## config.mk

```make
export PLATFORM = sky130hd
export DESIGN_NAME = satd_seq_ctrl
export DESIGN_NICKNAME = d
export VERILOG_FILES = /design/src/rtl/satd_seq_ctrl.sv
export SDC_FILE = /design/constraint.sdc
export NUM_CORES = 1
export LEC_CHECK = 0
export BUFFER_PORTS_ARGS = -buffer_cell sky130_fd_sc_hd__buf_2
export CORE_MARGIN = 2
export CORE_UTILIZATION = 46
export DETAILED_ROUTE_END_ITERATION = 7
export PLACE_DENSITY = 0.78
export REMOVE_ABC_BUFFERS = 1
export SLEW_MARGIN = 20
export SYNTH_ARGS = -nofsm -noshare
export SYNTH_HDL_FRONTEND = slang
export SYNTH_SLANG_ARGS = --single-unit
```

## constraint.sdc

```tcl
create_clock -name clk -period 1.65 [get_ports clk]
set_input_delay 0.33 -clock clk [delete_from_list [all_inputs] [get_ports clk]]
set_output_delay 0.33 -clock clk [all_outputs]
set_load 0.005 [all_outputs]
```

## src/rtl/satd_seq_ctrl.sv

```systemverilog
// satd_seq_ctrl: sequences row load, difference, horizontal/vertical Hadamard and accumulate enables for one SATD block
module satd_seq_ctrl #(
  parameter int ROWS     = 8,
  parameter int COLS     = 8,
  parameter int H_STAGES = 3
) (
  input  logic       clk,
  input  logic       rst,
  input  logic       start,
  input  logic       abort,
  input  logic       row_valid,
  input  logic       done_ack,
  output logic       row_ready,
  output logic       load_en,
  output logic       diff_en,
  output logic       hadh_en,
  output logic       hadv_en,
  output logic       acc_en,
  output logic       acc_clr,
  output logic [2:0] row_idx,
  output logic [2:0] count,
  output logic [2:0] state,
  output logic       busy,
  output logic       done
);
  typedef enum logic [2:0] {IDLE = 3'd0, LOAD = 3'd1, DIFF = 3'd2, HADH = 3'd3, VERT = 3'd4, DONE = 3'd5} st_t;
  localparam logic [2:0] H_LAST = 3'(H_STAGES - 1);
  localparam logic [2:0] R_LAST = 3'(ROWS - 1);
  localparam logic [2:0] C_LAST = 3'(COLS - 1);
  st_t st;
  always_ff @(posedge clk or negedge rst)
    if (!rst) begin
      st      <= IDLE;
      row_idx <= '0;
      count   <= '0;
      acc_clr <= 1'b0;
    end else begin
      acc_clr <= 1'b0;
      if (abort && st != IDLE) begin
        st      <= IDLE;
        row_idx <= '0;
        count   <= '0;
      end else begin
        case (st)
          IDLE: if (start) begin
            st      <= LOAD;
            row_idx <= '0;
            count   <= '0;
            acc_clr <= 1'b1;
          end
          LOAD: if (row_valid) st <= DIFF;
          DIFF: begin
            st    <= HADH;
            count <= '0;
          end
          HADH: if (count == H_LAST) begin
            count <= '0;
            if (row_idx == R_LAST) st <= VERT;
            else begin
              st      <= LOAD;
              row_idx <= row_idx + 3'd1;
            end
          end else count <= count + 3'd1;
          VERT: if (count == C_LAST) begin
            st    <= DONE;
            count <= '0;
          end else count <= count + 3'd1;
          DONE: if (done_ack) begin
            st      <= start ? LOAD : IDLE;
            row_idx <= '0;
            count   <= '0;
            acc_clr <= start;
          end
          default: st <= IDLE;
        endcase
      end
    end
  assign state     = st;
  assign row_ready = st == LOAD;
  assign load_en   = row_valid & row_ready;
  assign diff_en   = st == DIFF;
  assign hadh_en   = st == HADH;
  assign hadv_en   = st == VERT;
  assign acc_en    = st == VERT;
  assign done      = st == DONE;
  assign busy      = st != IDLE && st != DONE;
endmodule

```

==> results.md <==
- Failing checks: negative setup slack
- Die height: 47.5 um
- Remaining Overflow, GRT: 0
- Tmin final: approximately 1700 ps
- Placed inst area: around 1100 um2
- Final Hold Viols: 0
- Async S/R FF share, synth: between 90% and 100%
- Post-route cell area: 1260 um2
- Top_reg_cell synth: dfrtp_1
- GRT Util Overall: 23.6%
- Drt drc: 0
- WL final: around 2500 um
- Cells after Synth: slightly below 100
- Num ports: 24
- Crit-path cells: and2b_2 -> nor2b_4 -> and2_4 -> buf_2
- Register clock-pin slew on the reported worst setup and hold paths: 60 ps
- Area Growth Syn to Fin: 44.9%
- WP data required: between 1000 and 1500 ps
- Reg2Reg Launch Point: count[1]$_DFFE_PN0P_
- Synth cell types: 42
- First-pass GRT wire length: about 3600 um
- Crit Path Max Fanout: 6
- Worst setup EP type: primary output
- Placed insts: between 150 and 200
- N_diodes: 0
- Worst R2R End: state[2]$_DFFE_PN0P_
- Cell Area, Synth: roughly 870 um2
- Flops & latches, synth: 10
- Combinational share of power: around three fifths
- Slew HR: about 70%
- Status: finished with violations
- FF-to-FF setup slack: 0 ps
- Non-Filler Instances: approximately 170
- Largest net degree at the start of global routing: 13
- Crit-path max cell delay: between 400 and 500 ps
- Vias in the first global route: ~870
- Maxcap violations: 0
- Net Switching: 468 uW
- Commonest non-fill, non-tap cells in the layout: buf_4 (26), buf_2 (23), nand2_1 (8), dfrtp_1 (8), o21ai_0 (6)
- Total power: about 1.2 mW
- CTS Buffer Depth: 2
- Post-synth EDFFs: 0
- Hold path start: start
- Sink Count: 10
- CTS tree: yes
- RSZ-0062 raised after global routing: yes
- Int Pwr: approximately 740 uW
- Slowest CP cell: dfrtp_2
- Fin crit share: 101%
- Syn Area/Cell: approximately 8.9 um2
- Die W: ~47 um
- Routed Antenna Nets: 0
- CP Class: reg -> out
- GPL Wtd Cong: ~0.83
- Fin. max-slew vios: 0
- Avg WL per Cell: roughly 15 um
- Antenna violations before repair: 0
- Yosys warning count: 0
- Min-Delay Path Class: in -> reg
- Worst Max-Slew Pin Slew: about 440 ps
- Cell depth of the worst flop-to-flop path: 6
- Clk_lat worst skew: roughly 280 ps
- WHS Path Cells: 2
- CP Launch Type: flip-flop
- Highest clock rate: around 600 MHz
- Clock power frac: between 10% and 20%
- Sw Share: between 30% and 40%
- Initial core utilization: around half
- Most common cell after layout, fill and taps aside: buf_4
- Post-synthesis sequential area ratio: 28.8%
- Post-DP HPWL: between 1500 and 2000 um
- Share of cells above drive strength 1: between 40 and 50%
- Critical path arrival: between 1000 and 1500 ps
- Rows: 15
- Pre-Repair DR Iteration Count: 4
- Filler Cell Count: about 150
- Lkg Pwr: between 0.6 and 0.7 nW
- Post-DR vias/cell: ~5.6
- Final nets: approximately 160
- Fin util: slightly above 70%
- Die Area: 2250 um2
- Worst setup margin: -16.6 ps
- Core area: roughly 1700 um2
- H-tree depth: 1
- Vias: 940
- Hold endpoint: acc_clr$_DFF_PN0_
- CTS Buf Count: 3
- DRT iter0 DRCs: 23
- CTS Root Cell: clkbuf_4
- Final setup skew: ~10 ps
- Sequential Power Share: 25.7%
- Maximum vdd ir drop: 506 uV
- Setup violations, final: 1
- Power Dens Cells: between 900 and 1000 nW/um2
- IO Port Bufs: 23
per-layer routing:
layer / global-route usage, % / vias to the layer above / part of all wire [%]
li1: - / 454 / -
met1: 27.0 / 441 / 42
met2: 41.4 / 38 / 48
met3: 4.15 / 7 / 7.8
met4: 12.8 / 0 / 1.8
met5: 0 / - / 0
cell families (layout without fill, tap and decap cells):
kind of cell               Yosys count  count (layout)  synth area share [%]
muxes                                1               1                  1.29
AOI/OAI and AO/OA                   27              27                  22.3
xor gates and xnor gates             1               1                  1.01
DFF                                 10              10                  28.8
and+or+nand+nor                     42              42                  31.7
adders and majority gates            5               5                  7.19
buffers and inverters               12              58                  7.77
area by class of cell:
type | count | area, um2 | area share, %
Tap cell | 25 | 31.3 | 2.48
Multi-Input combinational cell | 76 | 614 | 48.8
Timing Repair Buffer | 50 | 320 | 25.4
Clock buffer | 3 | 22.5 | 1.79
Sequential cell | 10 | 253 | 20.1
Inverter | 5 | 18.8 | 1.49
synthesized netlist by cell type, types with 3 or more instances:
master | n | area [um2]
inv_1 | 5 | 18.8
a21oi_1 | 3 | 15.0
nor2_1 | 5 | 18.8
o21ai_0 | 6 | 30.0
nand2_1 | 8 | 30.0
o2111ai_1 | 3 | 26.3
buf_4 | 3 | 22.5
ha_1 | 5 | 62.6
buf_2 | 3 | 15.0
dfrtp_1 | 10 | 250
nor2b_1 | 4 | 25.0
and2_1 | 3 | 18.8
nand2b_1 | 3 | 18.8
nor3_1 | 5 | 25.0
stage by stage:
step | setup TNS (ps) | hold WS, ps | setup slack (ps)
final | -16.6 | 382 | -16.6
after global placement | 0 | 212 | 19.0
after CTS | -161 | 373 | -43.0
after floorplan | -15.5 | 34.4 | -15.5
after detailed placement | -76.5 | 214 | -61.5
after global routing | -134 | 409 | -63.7
critical path: cells and delay by family, from the launching register on:
| family | cells | cell delay (ps) |
|---|---|---|
| flops | 1 | 450 |
| buf+inv | 1 | 120 |
| simple gates | 3 | 510 |
power by group through the flow:
| stage | logic [mW] | clock network, mW | registers, mW |
|---|---|---|---|
| 2_1_floorplan | 0.257 | 0 | 0.367 |
| 3_3_place_gp | 0.528 | 0 | 0.342 |
| 3_5_place_dp | 0.542 | 0 | 0.343 |
| 4_1_cts | 0.661 | 0.175 | 0.310 |
| 5_1_grt | 0.782 | 0.184 | 0.316 |
| 6_report | 0.723 | 0.177 | 0.311 |
timing repair:
item / CTS / global route
setup buffers: 6 / 4
resized for setup: 8 / 7
hold buffers: 1 / 0
setup endpoints to repair: 10 / 8
hold endpoints to repair: 10 / 0
pin swaps: 1 / 3
state kept, by name (all words and copies together) (netlist names):
name	count
count	3
row_idx	3
state	3
acc_clr	1
worst max path at each step:
stage,cells after the start,endpoint,slack [ps],startpoint
after floorplan,6,state[2]$_DFFE_PN0P_,-20,count[0]$_DFFE_PN0P_
after global placement,6,state[2]$_DFFE_PN0P_,20,count[0]$_DFFE_PN0P_
after detailed placement,6,state[2]$_DFFE_PN0P_,-60,count[1]$_DFFE_PN0P_
after CTS,6,state[2]$_DFFE_PN0P_,-40,count[1]$_DFFE_PN0P_
after global routing,6,state[2]$_DFFE_PN0P_,-60,count[1]$_DFFE_PN0P_
final,4,load_en,-20,state[0]$_DFFE_PN0P_
Note: power is estimated with default switching activity, not from simulation.
